File: config.mk
export PLATFORM = sky130hd
export DESIGN_NAME = bus_protocol_initiator
export DESIGN_NICKNAME = d
export VERILOG_FILES = /design/src/rtl/bus_protocol_initiator_pkg.sv /design/src/rtl/bus_protocol_initiator.sv
export SDC_FILE = /design/constraint.sdc
export NUM_CORES = 1
export LEC_CHECK = 0
export ABC_AREA = 1
export CORE_UTILIZATION = 30
export CTS_BUF_LIST = sky130_fd_sc_hd__clkbuf_16
export CTS_CLUSTER_SIZE = 12
export DETAILED_ROUTE_END_ITERATION = 6
export PLACE_DENSITY_LB_ADDON = 0.08
export SLEW_MARGIN = 20
export SYNTH_ARGS = -nofsm -noshare
export SYNTH_HDL_FRONTEND = slang
export SYNTH_SLANG_ARGS = --single-unit
File: constraint.sdc
create_clock -name clk -period 1.25 [get_ports clk]
set_input_delay 0.375 -clock clk [delete_from_list [all_inputs] [get_ports clk]]
set_output_delay 0.375 -clock clk [all_outputs]
set_load 0.05 [all_outputs]
File: src/rtl/bus_protocol_initiator_pkg.sv
// Shared types for the bus_protocol_if initiator: FSM states, latched command and captured response.
package bus_protocol_initiator_pkg;

  typedef enum logic [1:0] {
    IDLE = 2'd0,
    BUS  = 2'd1,
    RESP = 2'd2
  } state_e;

  typedef struct packed {
    logic        write;
    logic [31:0] addr;
    logic [31:0] wdata;
    logic [3:0]  strobe;
  } cmd_t;

  typedef struct packed {
    logic [31:0] rdata;
    logic        error;
    logic        timeout;
  } rsp_t;

endpackage

File: src/rtl/bus_protocol_initiator.sv
// Initiator end of the bus_protocol_if request/stall handshake with a stall timeout.
// Command and response ports: a transfer happens on a clock edge where valid && ready are both high.
module bus_protocol_initiator
  import bus_protocol_initiator_pkg::*;
#(
  parameter int TimeoutCycles = 1024
) (
  input  logic        clk,
  input  logic        nReset,
  input  logic        cmd_valid,
  output logic        cmd_ready,
  input  logic        cmd_write,
  input  logic [31:0] cmd_addr,
  input  logic [31:0] cmd_wdata,
  input  logic [3:0]  cmd_strobe,
  output logic        rsp_valid,
  input  logic        rsp_ready,
  output logic [31:0] rsp_rdata,
  output logic        rsp_error,
  output logic        rsp_timeout,
  output logic        wen,
  output logic        ren,
  output logic [31:0] addr,
  output logic [31:0] wdata,
  output logic [3:0]  strobe,
  input  logic [31:0] rdata,
  input  logic        error,
  input  logic        request_stall,
  output logic [1:0]  dbg_state
);

  localparam int CNT_W = (TimeoutCycles > 0) ? $clog2(TimeoutCycles + 1) : 1;
  localparam logic [CNT_W-1:0] CNT_LAST = CNT_W'((TimeoutCycles > 0) ? TimeoutCycles - 1 : 0);

  state_e           state, state_nxt;
  cmd_t             cmd_q;
  rsp_t             rsp_q;
  logic             wen_q, ren_q;
  logic [CNT_W-1:0] stall_cnt;
  logic             accept, done, abort;

  always_ff @(posedge clk) begin
    if (!nReset) state <= IDLE;
    else         state <= state_nxt;
  end

  // The abort fires on the stalled cycle that would exceed the budget, so the
  // request stays on the bus for exactly TimeoutCycles cycles.
  always_comb begin
    state_nxt = state;
    accept    = 1'b0;
    done      = 1'b0;
    abort     = 1'b0;
    unique case (state)
      IDLE: if (cmd_valid) begin
        accept    = 1'b1;
        state_nxt = BUS;
      end
      BUS: begin
        if (!request_stall) begin
          done      = 1'b1;
          state_nxt = RESP;
        end else if ((TimeoutCycles != 0) && (stall_cnt == CNT_LAST)) begin
          abort     = 1'b1;
          state_nxt = RESP;
        end
      end
      RESP: if (rsp_ready) state_nxt = IDLE;
      default: state_nxt = IDLE;
    endcase
  end

  always_comb begin
    cmd_ready = (state == IDLE);
    rsp_valid = (state == RESP);
    dbg_state = state;
  end

  always_ff @(posedge clk) begin
    if (!nReset) begin
      cmd_q     <= '0;
      rsp_q     <= '0;
      wen_q     <= 1'b0;
      ren_q     <= 1'b0;
      stall_cnt <= '0;
    end else begin
      if (accept) begin
        cmd_q <= '{write: cmd_write, addr: cmd_addr, wdata: cmd_wdata, strobe: cmd_strobe};
        rsp_q <= '0;
        wen_q <= cmd_write;
        ren_q <= !cmd_write;
      end
      if (done) begin
        rsp_q <= '{rdata: (cmd_q.write ? 32'd0 : rdata), error: error, timeout: 1'b0};
        wen_q <= 1'b0;
        ren_q <= 1'b0;
      end
      if (abort) begin
        rsp_q <= '{rdata: 32'd0, error: 1'b1, timeout: 1'b1};
        wen_q <= 1'b0;
        ren_q <= 1'b0;
      end
      if ((state == BUS) && request_stall && !abort) stall_cnt <= stall_cnt + 1'b1;
      if ((state == RESP) && rsp_ready) stall_cnt <= '0;
    end
  end

  assign wen         = wen_q;
  assign ren         = ren_q;
  assign addr        = cmd_q.addr;
  assign wdata       = cmd_q.wdata;
  assign strobe      = cmd_q.strobe;
  assign rsp_rdata   = rsp_q.rdata;
  assign rsp_error   = rsp_q.error;
  assign rsp_timeout = rsp_q.timeout;

endmodule

# --- Word level (Yosys, flattened, before mapping) ---
# Cells that the tools add are included.
# Widths: inputs -> output; s select.
op_classes:
  muxes: 16
  addsub: 1
  bitwise_logic: 1
  reduce_logical: 12
  eq_ne: 6
ops:
  columns: ["op", "n"]
  rows:
  - ["$mux 34", 2]
  - ["$mux 32", 1]
  - ["$add 11x1->11 const B", 1]
  - ["$eq 11x10->1 const B", 1]
  - ["$mux 2", 5]
  - ["$mux 1", 7]
  - ["$pmux 2 s3", 1]
  - ["$reduce_or 2->1", 2]
  - ["$logic_and 1x1->1", 3]
  - ["$ne 3x3->1 const B", 1]
  - ["$reduce_and 3->1", 1]
  - ["$reduce_bool 3->1", 1]
  - ["$reduce_or 3->1", 1]
  - ["$eq 2x1->1 const B", 1]
  - ["$eq 2x2->1 const B", 1]
  - ["$logic_not 1->1", 2]
  - ["$logic_not 2->1", 1]
  - ["$ne 2x1->1 const B", 1]
  - ["$ne 2x2->1 const B", 1]
  - ["$reduce_bool 2->1", 1]
  - ["$not 1->1", 1]
totals:
  wordCells: 47
  reg_bits: 118
  in_bits: 107
  out_inout_bits: 108

# --- Logic depth before layout (Yosys ltp) ---
# Gate-level depths: netlist (run 1).
logic_depth:
  depth_word: 6
  ltp_mapped: 9
  ltp_nobuf: 9

# --- Worst setup path after synthesis (run 1) ---
# OpenSTA, ideal clock, no wires.
synth_path:
  kind: "register -> register"
  from: "register state[1], in the netlist dbg_state[1]"
  to: "register ren_q, in the netlist ren"
  stages_incl_launch_ff: 8
  n_path_buf: 1
  required_ps: 1132
  path_slack_ps: -594
  setup_time_ps: 118
  period_less_slack_ps: 1844
  arrival_ps: 1727
  path_cell_list: "dfxtp_1 -> nor2_2 -> nand2_4 -> inv_2 -> buf_4 -> nand2_1 -> o21ai_0 -> nor2_1"
synth_via:
  word_cells_on_any_way: 6
  cone_classes: "1 x eq/ne; 3 x mux; 2 x reduce/logical"
synth_rtl:
  columns: ["item", "line_no", "source"]
  rows:
  - ["start: declaration", "bus_protocol_initiator.sv:35", "state_e state, state_nxt;"]
  - ["start signal: assignment", "bus_protocol_initiator.sv:44", "else state <= state_nxt;"]
  - ["$logic_not 2->1", null, null]
  - ["net cmd_ready", "bus_protocol_initiator.sv:11", "output logic cmd_ready,"]
  - ["$mux 1", "bus_protocol_initiator.sv:54", "unique case (state)"]
  - ["end signal: assignment", "bus_protocol_initiator.sv:91", "ren_q <= !cmd_write;"]
  - ["end: declaration", "bus_protocol_initiator.sv:38", "logic wen_q, ren_q;"]
# The timed path passes the listed nets, and every way through them passes these cells.
# A chain may end at the register's enable or synchronous reset.

# --- Worst setup path in the final report (run 1) ---
layout_path:
  from: "register state[0], in the netlist dbg_state[0]"
  to: "output port rsp_valid"
layout_via:
  elab_chain_len: 1
layout_lines:
  columns: ["item", "line_no", "source"]
  rows:
  - ["$eq 2x2->1", "bus_protocol_initiator.sv:75", "rsp_valid = (state == RESP);"]
  - ["end: declaration", "bus_protocol_initiator.sv:16", "output logic rsp_valid,"]
# Every way passes these cells.

==> qor.csv, run 1 <==
stage;metric;value;unit
placement;I/O Buffers;214;
synth;Mapped Area;4850;µm²
critical_path;reg-to-reg critical path startpoint;dbg_state[0];
cts;CTS tree;built;
worst_hold_path;Hold WC Path Type;input port to register;
timing;Post-Route Skew;0.0107;ns
timing;Slew @ Worst Pin;0.641;ns
cts;Root Buffer;clkbuf_16;
global_route;grt total ovfl;0;
routing;overall routed net length;17800;µm
synth;main combinational cell family by area after synthesis;simple AND/OR/NAND/NOR gates;
critical_path;worst-path fanout max;3;
synth;Compound-Gate Fraction of Synth Area;0.124;
outcome;failing checks;negative setup slack;
cts;total clock buffers created by CTS;17;
synth;yosys warns;0;
final_layout;FILL cells;1214;
power_and_ir_drop;PwrDens;1200;nW/µm²
global_route;M2 GR Usage;0.315;
critical_path;Worst Setup End Kind;primary output;
synth;Seq/Total Area, Yosys;0.487;
critical_path;worst path bufs/invs;3;
final_layout;nets@finish;990;
placement;Final HPWL DP;10300;µm
power_and_ir_drop;Peak VDD IR;0.960;mV
routing;post-route ant nets;0;
floorplan;row count;46;
timing;Final Max Slew Viols;0;
final_layout;Area growth, synth to finish;120;%
synth;Post-Syn Nets;738;
routing;DR vias;5065;
final_layout;Layout Cells excl Fill;1110;
global_route;initial antenna violation count;0;
timing;Setup violations, final;226;
critical_path;CP startpoint kind;register;
critical_path;top cell family by delay on the critical path;flip-flops;
timing;Max-Slew Margin vs Limit;0.572;
synth;Synth Instances;630;
timing;Fmax achieved;0.653;GHz
global_route;met3 Resource Use GR;0.0611;
power_and_ir_drop;Lkg Pwr;4.22;nW
critical_path;Setup crit start;dbg_state[0];
timing;RSZ-0062 raised after global routing;yes;
placement;Cells after DPL;999;
synth;Post-Synth XOR/XNOR Area;0.00722;
flow_run;max-cap violations;0;
timing;fin crit period;1.53;ns
synth;register bit total from synthesis;118;
cts;Hold-fix buffers, CTS;0;
routing;router iterations before antenna repair;4;
routing;1st-iter DRT viols;250;
outcome;status;finished with violations;
synth;mux share of post-synthesis cell area;0;
synth;syn_area_per_cell;7.70;µm²
synth;post-synthesis adder-cell area fraction;0.00258;
critical_path;Worst EP required;0.88;ns
cts;H-tree depth;4;
global_route;largest net degree at the start of global routing;49;
timing;TNS Setup;-25.77;ns
global_route;number of global-route vias before repair;4614;
timing;period utilization;1.23;
floorplan;Die H;129;µm
synth;post-synth cell types;28;
global_route;Tot GR Track Use;0.181;
synth;post-synthesis simple-gate area fraction;0.228;
floorplan;full die area;16700;µm²
final_layout;diode count;0;
critical_path;kind of critical path;register to primary output;
critical_path;cell chain of the critical path;inv_4, nand2_4, clkinvlp_4, buf_12;
global_route;met1 Resource Use GR;0.201;
worst_hold_path;origin of the worst min-delay path;nReset;
placement;gpl congestion;0.787;
cts;worst skew pair latency;0.42;ns
global_route;global-route wire length before repair;23200;µm
routing;vias per cell;4.56;
global_route;GR peak layer;met2;
critical_path;Critical-path top delay cell;dfxtp_4;
cts;clock tree buffer depth;2;
routing;DRC Markers;0;
timing;Worst Setup Slack, final;-0.282;ns
floorplan;initial core utilization;0.306;
timing;hold slack;0.349;ns
routing;Avg WL per Cell;16.1;µm
floorplan;core box area;15800;µm²
critical_path;WP data arrival;1.16;ns
floorplan;Top-Level Pins;215;
final_layout;layout cell share with drive strength beyond 1;0.603;
timing;Hold Fails Final Rpt;0;
critical_path;max incr delay on CP;0.38;ns
cts;clk slew on worst S/H paths;0.05;ns
final_layout;final core occ;0.675;
floorplan;Die Wd;129;µm
cts;clock sinks;118;
cell families (layout without fill, tap and decap cells):
family / count (synthesis) / in the layout
AND/OR/NAND/NOR: 273 / 275
flip-flops: 118 / 118
adder cells (fa/ha/maj): 1 / 1
AO/OA/AOI/OAI: 119 / 119
buffers and inverters: 115 / 377
XOR/XNOR: 4 / 4
placed cells by master (no fill, tap or decap), types with 10 or more instances in the layout:
cell type and instances:
dfxtp_2 75, o21ai_1 10, buf_4 68, nor2_4 23
a21oi_2 43, nand2_1 83, inv_1 14, dfxtp_4 33
buf_12 121, nand2_4 12, o21ai_2 56, buf_6 12
clkbuf_16 28, nor2_1 116, dfxtp_1 10, nor2_2 15
clkdlybuf4s50_1 104
timing repair:
item                                    4_1_cts  5_1_grt
resized for setup                           154      310
buffers inserted                             17       44
cloned                                        5       21
endpoints found under the setup margin      155      225
pin swaps                                    13       38
Yosys cell counts (all sizes together):
cell type | n | share of area
nor3 | 2 | 0.0044
xor2 | 4 | 0.0072
nor2 | 154 | 0.12
nand3b | 1 | 0.0015
ha | 1 | 0.0026
nand4 | 2 | 0.0039
a21oi | 44 | 0.045
a31oi | 1 | 0.0013
a21boi | 1 | 0.0015
inv | 15 | 0.012
nand2 | 106 | 0.085
clkbuf | 14 | 0.011
dfxtp | 118 | 0.49
o21ai | 73 | 0.076
buf | 86 | 0.13
or2 | 1 | 0.0013
nand3 | 7 | 0.0083
where the power goes:
group          switching (W)  internal, W
clock                0.00172      0.00246
combinational        0.00208      0.00222
sequential          0.000291      0.00407
worst min-delay path: stages:
cell and delay [ns]:
buf_2 0.21, o21ai_2 0.09, nor2_1 0.04
registers in the layout (all words and copies together) (netlist names):
name / flops
rsp_timeout: 1
wen: 1
cmd_q: 1
ren: 1
strobe: 4
rsp_error: 1
addr: 32
rsp_rdata: 32
stall_cnt: 11
wdata: 32
dbg_state: 2
layer usage:
metal,vias up,share of wire,wire [µm]
li1,2462,-,-
met1,2429,0.41,7240
met2,147,0.51,9160
met3,27,0.061,1090
met4,0,0.020,352
met5,-,0,0
path summary, 6_finish.rpt:
| kind | slack (ns) | to | depth (start not counted) |
|---|---|---|---|
| min reg2reg | 0.45 | stall_cnt[10] | 2 |
| min | 0.35 | addr[24] | 3 |
| max | -0.28 | rsp_valid | 4 |
| max reg2reg | -0.25 | stall_cnt[0] | 7 |
metrics by stage:
| step | power [W] | cell area (µm²) | worst slack (ns) |
|---|---|---|---|
| after floorplan | 0.00607 | 4910 | -0.120 |
| after global routing | 0.0133 | 10700 | -0.311 |
| after global placement | 0.00753 | 8080 | -0.531 |
| after CTS | 0.0120 | 9140 | -0.291 |
| after detailed placement | 0.00757 | 8080 | -0.558 |
| final | 0.0128 | 10700 | -0.282 |
area by class of cell:
| type | count | area, µm² | area share |
|---|---|---|---|
| timing repair buffer | 329 | 4620 | 0.432 |
| multi-input combinational | 399 | 2590 | 0.242 |
| sequential | 118 | 2580 | 0.242 |
| clock buffer | 17 | 425 | 0.0398 |
| tap | 216 | 270 | 0.0253 |
| inverter | 15 | 91.3 | 0.00855 |
| clock inverter | 14 | 75.1 | 0.00703 |
| timing repair inverter | 2 | 32.5 | 0.00305 |
Note: power is estimated with default switching activity, not from simulation.
==> run 2, diff against run 1 <==
--- a/config.mk
+++ b/config.mk
@@ -12,4 +12,6 @@
 export DETAILED_ROUTE_END_ITERATION = 6
 export PLACE_DENSITY_LB_ADDON = 0.08
+export SETUP_SLACK_MARGIN = 0.02
+export SKIP_LAST_GASP = 1
 export SLEW_MARGIN = 20
 export SYNTH_ARGS = -nofsm -noshare
==> constraint.sdc (replaced) <==
create_clock -name clk -period 1.25 [get_ports clk]
set_input_delay 0.375 -clock clk [delete_from_list [all_inputs] [get_ports clk]]
set_output_delay 0.375 -clock clk [all_outputs]
set_load 0.005 [all_outputs]
==> run 2 against run 1 <==
Net effect:
- the flow still finishes with violations (negative setup slack)
- sequential share of layout area up 2.0 points
- critical path depth up 4
- combinational power decreased by 35%
- worst setup slack improved by 0.048 ns
- final cell count is 0.27% lower
- first-iteration DRC count is 29% lower
- register-to-register slack better by 0.02 ns
- critical endpoint is now rsp_rdata[9]
- largest cell class unchanged
- highest routed layer unchanged
==> qor.csv, run 2 (synthesized netlist as in run 1, its figures left out) <==
stage;metric;value;unit;change
outcome;status;finished with violations;;
outcome;failing checks;negative setup slack;;
timing;Final Max Slew Viols;0;;unchanged
cts;worst skew pair latency;0.42;ns;about the same
worst_hold_path;Hold WC Path Type;input port to register;;
final_layout;FILL cells;1346;;+11%
cts;clk slew on worst S/H paths;0.05;ns;about the same
timing;Slew @ Worst Pin;0.447;ns;-0.194 ns
final_layout;Area growth, synth to finish;97.9;%;
floorplan;Die Wd;129;µm;unchanged
timing;Setup violations, final;123;;-46%
placement;Final HPWL DP;9610;µm;-6.3%
routing;overall routed net length;17900;µm;+0.38%
critical_path;kind of critical path;register to register;;
floorplan;full die area;16700;µm²;unchanged
cts;Root Buffer;clkbuf_16;;
final_layout;final core occ;0.606;;-0.0685
final_layout;area of the multi-input gates;2490;µm²;-3.7%
floorplan;core box area;15800;µm²;unchanged
routing;DR vias;5011;;-1.1%
placement;Setup WS pre-CTS;-0.563;ns;-0.00503 ns
routing;DRC Markers;0;;unchanged
global_route;global-route wire length before repair;22200;µm;-4.1%
timing;Max-Slew Margin vs Limit;0.701;;+0.130
global_route;Tot GR Track Use;0.175;;-0.00612
global_route;largest net degree at the start of global routing;40;;-18%
placement;gpl congestion;0.735;;-6.6%
critical_path;worst-path fanout max;8;;+5
cts;total clock buffers created by CTS;17;;unchanged
timing;fin crit period;1.48;ns;-0.0480 ns
timing;RSZ-0062 raised after global routing;yes;;
timing;Worst Setup Slack, final;-0.234;ns;+0.0480 ns
timing;hold slack;0.371;ns;+0.0215 ns
routing;Avg WL per Cell;16.2;µm;+0.65%
timing;Fmax achieved;0.674;GHz;+3.2%
critical_path;CP startpoint kind;register;;
timing;Post-Route Skew;0.00684;ns;-0.00383 ns
global_route;number of global-route vias before repair;4421;;-4.2%
final_layout;nets@finish;986;;-0.40%
global_route;initial antenna violation count;1;;+1
cts;H-tree depth;4;;unchanged
placement;I/O Buffers;214;;unchanged
power_and_ir_drop;Peak VDD IR;0.939;mV;-2.1%
critical_path;Worst Setup End Kind;register;;
final_layout;layout cell share with drive strength beyond 1;0.587;;-0.0164
final_layout;commonest non-fill, non-tap cell in the layout;nor2_1;;
cts;clock sinks;118;;unchanged
cts;CTS tree;built;;
flow_run;max-cap violations;0;;unchanged
floorplan;row count;46;;unchanged
routing;post-route ant nets;0;;unchanged
critical_path;Worst EP required;1.58;ns;+0.70 ns
power_and_ir_drop;Lkg Pwr;4.03;nW;-4.5%
floorplan;Top-Level Pins;215;;unchanged
routing;router iterations before antenna repair;4;;unchanged
routing;vias per cell;4.53;;-0.80%
global_route;grt total ovfl;0;;unchanged
cts;clock tree buffer depth;2;;unchanged
timing;period utilization;1.19;;-0.0384
floorplan;initial core utilization;0.306;;unchanged
power_and_ir_drop;PwrDens;1310;nW/µm²;+9.0%
routing;1st-iter DRT viols;178;;-29%
final_layout;commonest cells after routing, fill and taps aside;nor2_1, clkdlybuf4s50_1, dfxtp_2;;
critical_path;WP data arrival;1.82;ns;+0.66 ns
cts;Hold-fix buffers, CTS;0;;unchanged
timing;Hold Fails Final Rpt;0;;unchanged
final_layout;sequential cell area;2510;µm²;-2.8%
floorplan;Die H;129;µm;unchanged
run 2: changes by cell type in the layout (fill, tap and decap cells not counted), moves of 27 or more:
| cell | before | now |
|---|---|---|
| buf_12 | 121 | 14 |
| buf_6 | 12 | 97 |
| buf_2 | 1 | 29 |
| dfxtp_4 | 33 | 5 |
| dfxtp_2 | 75 | 102 |
| o21ai_2 | 56 | 29 |
run 2: what timing repair did:
action / CTS / global route
setup buffers: 6 / 43
setup endpoints to repair: 225 / 226
resized for setup: 617 / 289
cloned: 6 / 21
pin swaps: 6 / 62
run 2: layer usage:
metal	GRT usage	wire length, µm	vias up
met4	0.0803	384	0
met3	0.0421	726	28
met5	0	0	-
met1	0.206	7780	2391
li1	-	-	2459
met2	0.300	9020	133
run 2: worst paths after layout:
path	start	endpoint	slack, ns	cells past startpoint
setup / recovery	dbg_state[1]	rsp_rdata[9]	-0.23	8
hold / removal	nReset	ren	0.37	3
setup reg to reg	dbg_state[1]	rsp_rdata[9]	-0.23	8
hold reg to reg	stall_cnt[10]	stall_cnt[10]	0.44	2
run 2: layout make-up:
type | instances | area share
timing repair inverter | 1 | 0.00169
timing repair buffer | 327 | 0.371
antenna | 1 | 0.000261
tap | 216 | 0.0282
sequential | 118 | 0.261
clock inverter | 13 | 0.0218
clock buffer | 18 | 0.0469
inverter | 15 | 0.00913
multi-input combinational | 398 | 0.260
run 2: worst max-delay path: stages, from the launching register on:
cell and delay, ns:
dfxtp_4 0.34, buf_6 0.13, buf_6 0.12, nor2_4 0.11
nand2_4 0.08, nor2_4 0.23, clkbuf_16 0.21, nand2_2 0.04
a21oi_1 0.14
run 2: through the flow:
step | power [W] | setup TNS, ns | instance area [µm²] | std cells
finish | 0.0126 | -19.64 | 9600 | 1107
global route | 0.0131 | -26.75 | 9600 | 1107
CTS | 0.0117 | -18.27 | 7950 | 1044
detailed placement | 0.00599 | -43.77 | 7050 | 1001
global placement | 0.00597 | -42.67 | 7050 | 1001
floorplan | 0.00514 | -1.09 | 4910 | 630
run 2: where the power goes:
part           internal, W  switching, W  total [W]  leakage, nW
combinational      0.00163       0.00116    0.00279         2.69
clock              0.00380       0.00171    0.00551        0.330
sequential         0.00408      0.000186    0.00427         1.01
total              0.00951       0.00306     0.0126         4.03
